`config.mk`:
```
export PLATFORM = sky130hd
export DESIGN_NAME = add_pipe
export DESIGN_NICKNAME = d
export VERILOG_FILES = /design/src/rtl/add_pipe.sv
export SDC_FILE = /design/constraint.sdc
export NUM_CORES = 1
export LEC_CHECK = 0
export CAP_MARGIN = 20
export CORE_ASPECT_RATIO = 1.5
export CORE_MARGIN = 3
export CORE_UTILIZATION = 55
export CTS_CLUSTER_DIAMETER = 200
export DETAILED_ROUTE_END_ITERATION = 12
export PLACE_DENSITY = 0.79
export SLEW_MARGIN = 20
export SYNTH_ARGS = -nofsm -noshare
export SYNTH_HDL_FRONTEND = slang
export SYNTH_SLANG_ARGS = --single-unit
```
`constraint.sdc`:
```
create_clock -name clk -period 10.5 [get_ports clk]
set_input_delay 1.05 -clock clk [delete_from_list [all_inputs] [get_ports clk]]
set_output_delay 1.05 -clock clk [all_outputs]
set_load 0.005 [all_outputs]
```
`src/rtl/add_pipe.sv`:
```
// ---------------------------------------------------------------------------
// add_pipe
//
// Purpose:
//   Pipelined WIDTH-bit integer adder/subtractor with ready/valid handshakes
//   on both sides. The word is split into STAGES equal slices. Slice k is
//   added in pipeline stage k, using the carry registered by stage k-1. Each
//   slice is built from rippled 4-bit carry-lookahead groups. Operand slices
//   that are not yet needed travel down the pipe with their transaction, so
//   every transaction sees its own carries. Results appear exactly STAGES
//   cycles after acceptance. The whole pipe advances as one unit whenever
//   the output register is empty or is being drained.
//
//   WIDTH must be a multiple of 4*STAGES.
//
// Ports:
//   clk        in   1      clock, rising-edge active
//   rst        in   1      synchronous active-high reset
//   in_valid   in   1      operand set present
//   in_ready   out  1      operands accepted this cycle (== pipe advance)
//   a, b       in   WIDTH  two's-complement operands
//   op         in   2      00 ADD, 01 SUB, 10 ADC, 11 SBC
//   cin        in   1      carry-in for ADC/SBC
//   out_valid  out  1      result present
//   out_ready  in   1      consumer takes result this cycle
//   sum        out  WIDTH  result
//   cout       out  1      carry out of MSB (SUB/SBC: 1 = no borrow)
//   ovf        out  1      signed overflow
//   zf         out  1      result is zero
//   sf         out  1      result sign bit
// ---------------------------------------------------------------------------
module add_pipe #(
    parameter int WIDTH  = 64,
    parameter int STAGES = 4
) (
    input  logic             clk,
    input  logic             rst,
    input  logic             in_valid,
    output logic             in_ready,
    input  logic [WIDTH-1:0] a,
    input  logic [WIDTH-1:0] b,
    input  logic [1:0]       op,
    input  logic             cin,
    output logic             out_valid,
    input  logic             out_ready,
    output logic [WIDTH-1:0] sum,
    output logic             cout,
    output logic             ovf,
    output logic             zf,
    output logic             sf
);

    localparam int SW     = WIDTH / STAGES;
    localparam int GROUPS = SW / 4;

    // One 4-bit lookahead group: returns {carry out, carry into bit 3, sum}.
    // The carry into bit 3 is needed to derive signed overflow at the MSB.
    function automatic logic [5:0] cla4(input logic [3:0] x, input logic [3:0] y,
                                        input logic c0);
        logic [3:0] g;
        logic [3:0] p;
        logic       c1;
        logic       c2;
        logic       c3;
        logic       c4;
        g  = x & y;
        p  = x ^ y;
        c1 = g[0] | (p[0] & c0);
        c2 = g[1] | (p[1] & g[0]) | (p[1] & p[0] & c0);
        c3 = g[2] | (p[2] & g[1]) | (p[2] & p[1] & g[0]) | (p[2] & p[1] & p[0] & c0);
        c4 = g[3] | (p[3] & g[2]) | (p[3] & p[2] & g[1]) | (p[3] & p[2] & p[1] & g[0])
           | (p[3] & p[2] & p[1] & p[0] & c0);
        return {c4, c3, p ^ {c3, c2, c1, c0}};
    endfunction

    // One slice: lookahead groups rippled together.
    // Returns {carry out, carry into slice MSB, slice sum}.
    function automatic logic [SW+1:0] addSlice(input logic [SW-1:0] x,
                                               input logic [SW-1:0] y,
                                               input logic          cIn);
        logic          c;
        logic          cMsb;
        logic [SW-1:0] s;
        logic [5:0]    grp;
        c    = cIn;
        cMsb = 1'b0;
        s    = '0;
        for (int i = 0; i < GROUPS; i++) begin
            grp        = cla4(x[4*i +: 4], y[4*i +: 4], c);
            s[4*i +: 4] = grp[3:0];
            cMsb       = grp[4];
            c          = grp[5];
        end
        return {c, cMsb, s};
    endfunction

    // Per-stage pipeline registers. Operand registers hold the slices still to
    // be added, shifted down so the next slice always sits in the low bits.
    logic [STAGES-1:0]            r_valid;
    logic [STAGES-1:0]            r_carry;
    logic [STAGES-1:0]            r_zero;
    logic [STAGES-1:0][WIDTH-1:0] r_a;
    logic [STAGES-1:0][WIDTH-1:0] r_b;
    logic [STAGES-1:0][WIDTH-1:0] r_sum;
    logic                         r_ovf;

    logic                         w_adv;
    logic [WIDTH-1:0]             w_bEff;
    logic                         w_cinEff;
    logic [STAGES-1:0]            w_srcValid;
    logic [STAGES-1:0]            w_srcCarry;
    logic [STAGES-1:0]            w_srcZero;
    logic [STAGES-1:0][WIDTH-1:0] w_srcA;
    logic [STAGES-1:0][WIDTH-1:0] w_srcB;
    logic [STAGES-1:0][WIDTH-1:0] w_srcSum;
    logic [STAGES-1:0][WIDTH-1:0] w_newSum;
    logic [STAGES-1:0]            w_newCarry;
    logic [STAGES-1:0]            w_newZero;
    logic                         w_cMsbLast;
    logic [2*WIDTH-1:0]           w_unusedOperands;

    // The pipe moves as one unit; a full output register being held back
    // freezes every stage, so nothing can be overwritten or dropped.
    assign w_adv    = out_ready | ~out_valid;
    assign in_ready = w_adv;

    // The last stage's operand registers are never consumed.
    assign w_unusedOperands = {r_a[STAGES-1], r_b[STAGES-1]};

    // Subtraction is addition of the inverted operand; the opcode only picks
    // the inversion and the initial carry.
    always_comb begin
        w_bEff = op[0] ? ~b : b;
        unique case (op)
            2'b00:   w_cinEff = 1'b0;
            2'b01:   w_cinEff = 1'b1;
            default: w_cinEff = cin;
        endcase
    end

    // Stage 0 takes the live inputs; later stages take the previous stage's
    // registers.
    always_comb begin
        w_srcValid[0] = in_valid;
        w_srcA[0]     = a;
        w_srcB[0]     = w_bEff;
        w_srcCarry[0] = w_cinEff;
        w_srcSum[0]   = '0;
        w_srcZero[0]  = 1'b1;
        for (int k = 1; k < STAGES; k++) begin
            w_srcValid[k] = r_valid[k-1];
            w_srcA[k]     = r_a[k-1];
            w_srcB[k]     = r_b[k-1];
            w_srcCarry[k] = r_carry[k-1];
            w_srcSum[k]   = r_sum[k-1];
            w_srcZero[k]  = r_zero[k-1];
        end
    end

    // Each stage adds its slice, merges it into the partial sum, and extends
    // the running zero flag. Only the last slice's MSB carry matters, for
    // overflow.
    always_comb begin
        logic [SW+1:0] res;
        res        = '0;
        w_cMsbLast = 1'b0;
        for (int k = 0; k < STAGES; k++) begin
            res                      = addSlice(w_srcA[k][SW-1:0], w_srcB[k][SW-1:0],
                                                w_srcCarry[k]);
            w_newSum[k]              = w_srcSum[k];
            w_newSum[k][k*SW +: SW]  = res[SW-1:0];
            w_newCarry[k]            = res[SW+1];
            w_newZero[k]             = w_srcZero[k] & (res[SW-1:0] == '0);
            if (k == STAGES - 1) begin
                w_cMsbLast = res[SW];
            end
        end
    end

    // Stage registers: cleared on reset, loaded together on advance, and
    // otherwise held. Bubbles move through as entries with the valid bit clear.
    always_ff @(posedge clk) begin
        if (rst) begin
            r_valid <= '0;
            r_carry <= '0;
            r_zero  <= '0;
            r_a     <= '0;
            r_b     <= '0;
            r_sum   <= '0;
            r_ovf   <= 1'b0;
        end else if (w_adv) begin
            for (int k = 0; k < STAGES; k++) begin
                r_valid[k] <= w_srcValid[k];
                r_carry[k] <= w_newCarry[k];
                r_zero[k]  <= w_newZero[k];
                r_sum[k]   <= w_newSum[k];
                r_a[k]     <= w_srcA[k] >> SW;
                r_b[k]     <= w_srcB[k] >> SW;
            end
            r_ovf <= w_cMsbLast ^ w_newCarry[STAGES-1];
        end
    end

    assign out_valid = r_valid[STAGES-1];
    assign sum       = r_sum[STAGES-1];
    assign cout      = r_carry[STAGES-1];
    assign ovf       = r_ovf;
    assign zf        = r_zero[STAGES-1];
    assign sf        = r_sum[STAGES-1][WIDTH-1];

endmodule

```
==> impl_results.md <==
* Initial antenna violation count at 0
* Number of global-route vias before repair at 12600
* DRT antenna net count at 0
* Hold Vio Cnt, Final at 0
* Max FO, Critical Path at 7
* Avg Vias per Cell at 5.39
* Power Total at 3300 uW
* Mean routed wirelength per cell at 14.9 um
* Hold crit path type: reg -> reg
* DRC errors left at 0
* Multi-input logic area at 7900 um2
* Min Clock Period, post-route at 4.24 ns
* Drt pass-1 iters at 5
* Fill count at 2472
* Sequential area share after synthesis at 0.449
* Clock buffer depth at 3
* Share of cells above drive strength 1 at 0.0399
* Reg2reg path depth at 14
* Largest net degree at the start of global routing at 246
* Post-synth top area cell: dfxtp_1
* Max-slew violations at 0
* CP Launch Point: b[3]
* CTS tree: done
* Core area at 28900 um2
* EDFF count, synth at 0
* Asr flop ratio synth at 0
* CP Launch Type: primary input
* CTS buffer count at 36
* R2r setup slk at 6.45 ns
* Main synth FF type: dfxtp_1
* Clock Sinks at 365
* Power density over cell area at 172 nW/um2
* Max VDD drop at 109 uV
* Top Ports at 205
* P_sw at 807 uW
* Std-Cell Rows at 76
* Yosys cell types at 61
* Root Buffer: clkbuf_16
* RSZ-0062 raised after global routing: false
* Die ar. at 31700 um2
* LEAKAGE at 0.00763 uW
* Clock share of power at 0.411
* Die X-Extent at 146 um
* CTS H-Tree Depth at 2
* Worst EP arrival at 4.70 ns
* Postcts setup bufs at 0
* Slew @ Worst Pin at 1.21 ns
* Fin crit share at 0.404
* Post-Syn Area at 16300 um2
* Setup crit end kind: register
* Reg clk slew, reported paths at 0.06 ns
* Crit path to: r_zero[0]
* Worst-Skew Late Latency at 0.53 ns
* GRT Total Usage at 0.222
* Number of diodes at 0
* Switching part of the total at 0.244
* Max-cap violations at 0
* Crit path kind: in -> reg
* Combinational Power Share at 0.124
* Total wire length at 36700 um
* DP HPWL at 24300 um
* Synth warn at 0
* Hold Buf Count CTS at 0
* Layout Area Growth over Synthesis at 18.3%
* Worst Skew at 0.0160 ns
* Die H at 217 um
* Initial Util at 0.562
* Crit Reg-Reg Endpoint: r_zero[3]
* Synth top area share at 0.449
* Port Buffers at 204
* # nets final at 2268
* Fmax at 236 MHz
* Final setup fails at 0
* RePlAce Congestion at 0.865
* Mean post-synth cell area at 8.16 um2
* First-pass GRT wire length at 59600 um
* Outcome: finished, final reports clean
* Post-CTS resize count at 0
* Final Core Density at 0.665
* Flops & latches, synth at 365
* Slew Limit Headroom at 0.195
* Total nets after synthesis at 2208
* Setup TNS at 0 ns
* Gr ovfl total at 0
* Mapped Cells at 1993
* Int Pwr at 2490 uW
* Initial DRC Count at 826
* Reg2reg start: r_a[128]
* Reg area at 7310 um2
* Top cells by area, synth: dfxtp_1, nand2_1, a21oi_1, ha_1, xnor2_1
* Flop pwr share at 0.465
* Critical Path RT at 10.96 ns
* Via count at 13300
==> layout make-up <==
type / instances / share of cell area
inverters: 29 / 0.00605
repair buffers: 213 / 0.112
well taps: 390 / 0.0254
clock buffers: 50 / 0.0553
clock inverters: 15 / 0.0109
multi-input cells: 1408 / 0.410
flip-flops and latches: 365 / 0.380
==> critical path, cell delays in order <==
cell and delay (ns):
clkdlybuf4s50_1 0.47, xor2_1 0.17, ha_1 0.32, a2111o_1 0.46, o2111ai_1 0.11, o21ai_1 0.14, o21ai_0 0.36, fa_1 0.28
xor2_1 0.22, nand4_1 0.12, or4_1 0.51, a221oi_1 0.29, a22o_1 0.19
==> cell usage after synthesis (all sizes together), types with 17 or more instances <==
library cell / count
inv: 29
o21ai: 23
dfxtp: 365
a21o: 17
a21oi: 307
clkbuf: 105
nor2: 107
xnor2: 74
nand2: 564
ha: 64
xor2: 31
buf: 86
a211oi: 73
==> worst min path at each step <==
| stage | from | end | cells past startpoint | slack, ns |
|---|---|---|---|---|
| 3_3_place_gp | sum[16] | sum[16] | 2 | 0.44 |
| 4_1_cts | sum[19] | sum[19] | 2 | 0.45 |
| 5_1_grt | r_sum[12] | r_sum[76] | 2 | 0.47 |
| 2_1_floorplan | r_zero[2] | r_zero[2] | 2 | 0.42 |
| 3_5_place_dp | r_b[94] | r_b[94] | 2 | 0.44 |
| 6_report | sum[19] | sum[19] | 2 | 0.45 |
==> flip-flops by register name (all words and copies together), names as in the netlist <==
register	cells
ovf	1
r_a	96
r_b	96
r_carry	4
r_sum	96
r_valid	4
r_zero	4
sum	64
==> per-layer routing <==
metal  share of wire  wire, um  track usage
met3           0.039      1430       0.0284
met5               0         0            0
met1            0.41     15200        0.264
met2            0.51     18700        0.402
met4           0.039      1420       0.0913
==> per-stage QoR <==
stage | instances | worst slack [ns] | area, um2 | hold WS, ns
after floorplan | 1993 | 5.42 | 16300 | 0.417
after global placement | 2404 | 5.53 | 17900 | 0.438
after detailed placement | 2404 | 5.30 | 17900 | 0.443
after CTS | 2469 | 5.84 | 19200 | 0.451
after global routing | 2470 | 6.09 | 19200 | 0.468
final | 2470 | 6.26 | 19200 | 0.447
==> layout by cell type, fill, tap and decap left out, drive strengths merged, types with 6 or more instances in the layout <==
| master | instances |
|---|---|
| a21oi | 307 |
| or3 | 7 |
| clkinv | 9 |
| nand3 | 10 |
| o21bai | 6 |
| a21o | 17 |
| ha | 64 |
| xor2 | 31 |
| a211oi | 73 |
| a22o | 11 |
| nor2 | 107 |
| xnor2 | 74 |
| nand2 | 564 |
| clkbuf | 50 |
| o21ai | 23 |
| nor3 | 10 |
| clkdlybuf4s50 | 202 |
| fa | 16 |
| nand4 | 6 |
| buf | 11 |
| dfxtp | 365 |
| inv | 31 |
==> power by group through the flow <==
stage | combinational [uW] | clock [uW] | sequential (uW)
2_1_floorplan | 280 | 0 | 1550
3_3_place_gp | 394 | 0 | 1560
3_5_place_dp | 406 | 0 | 1560
4_1_cts | 410 | 1390 | 1530
5_1_grt | 456 | 1440 | 1540
6_report | 409 | 1360 | 1530
==> cell families after synthesis <==
kind of cell,synth area share
fa+ha+maj,0.0689
flops,0.449
xor+xnor,0.0566
simple gates,0.180
buf+inv,0.0656
mux,0.00246
compound gates,0.177
Power figures use the tool's default switching activity.
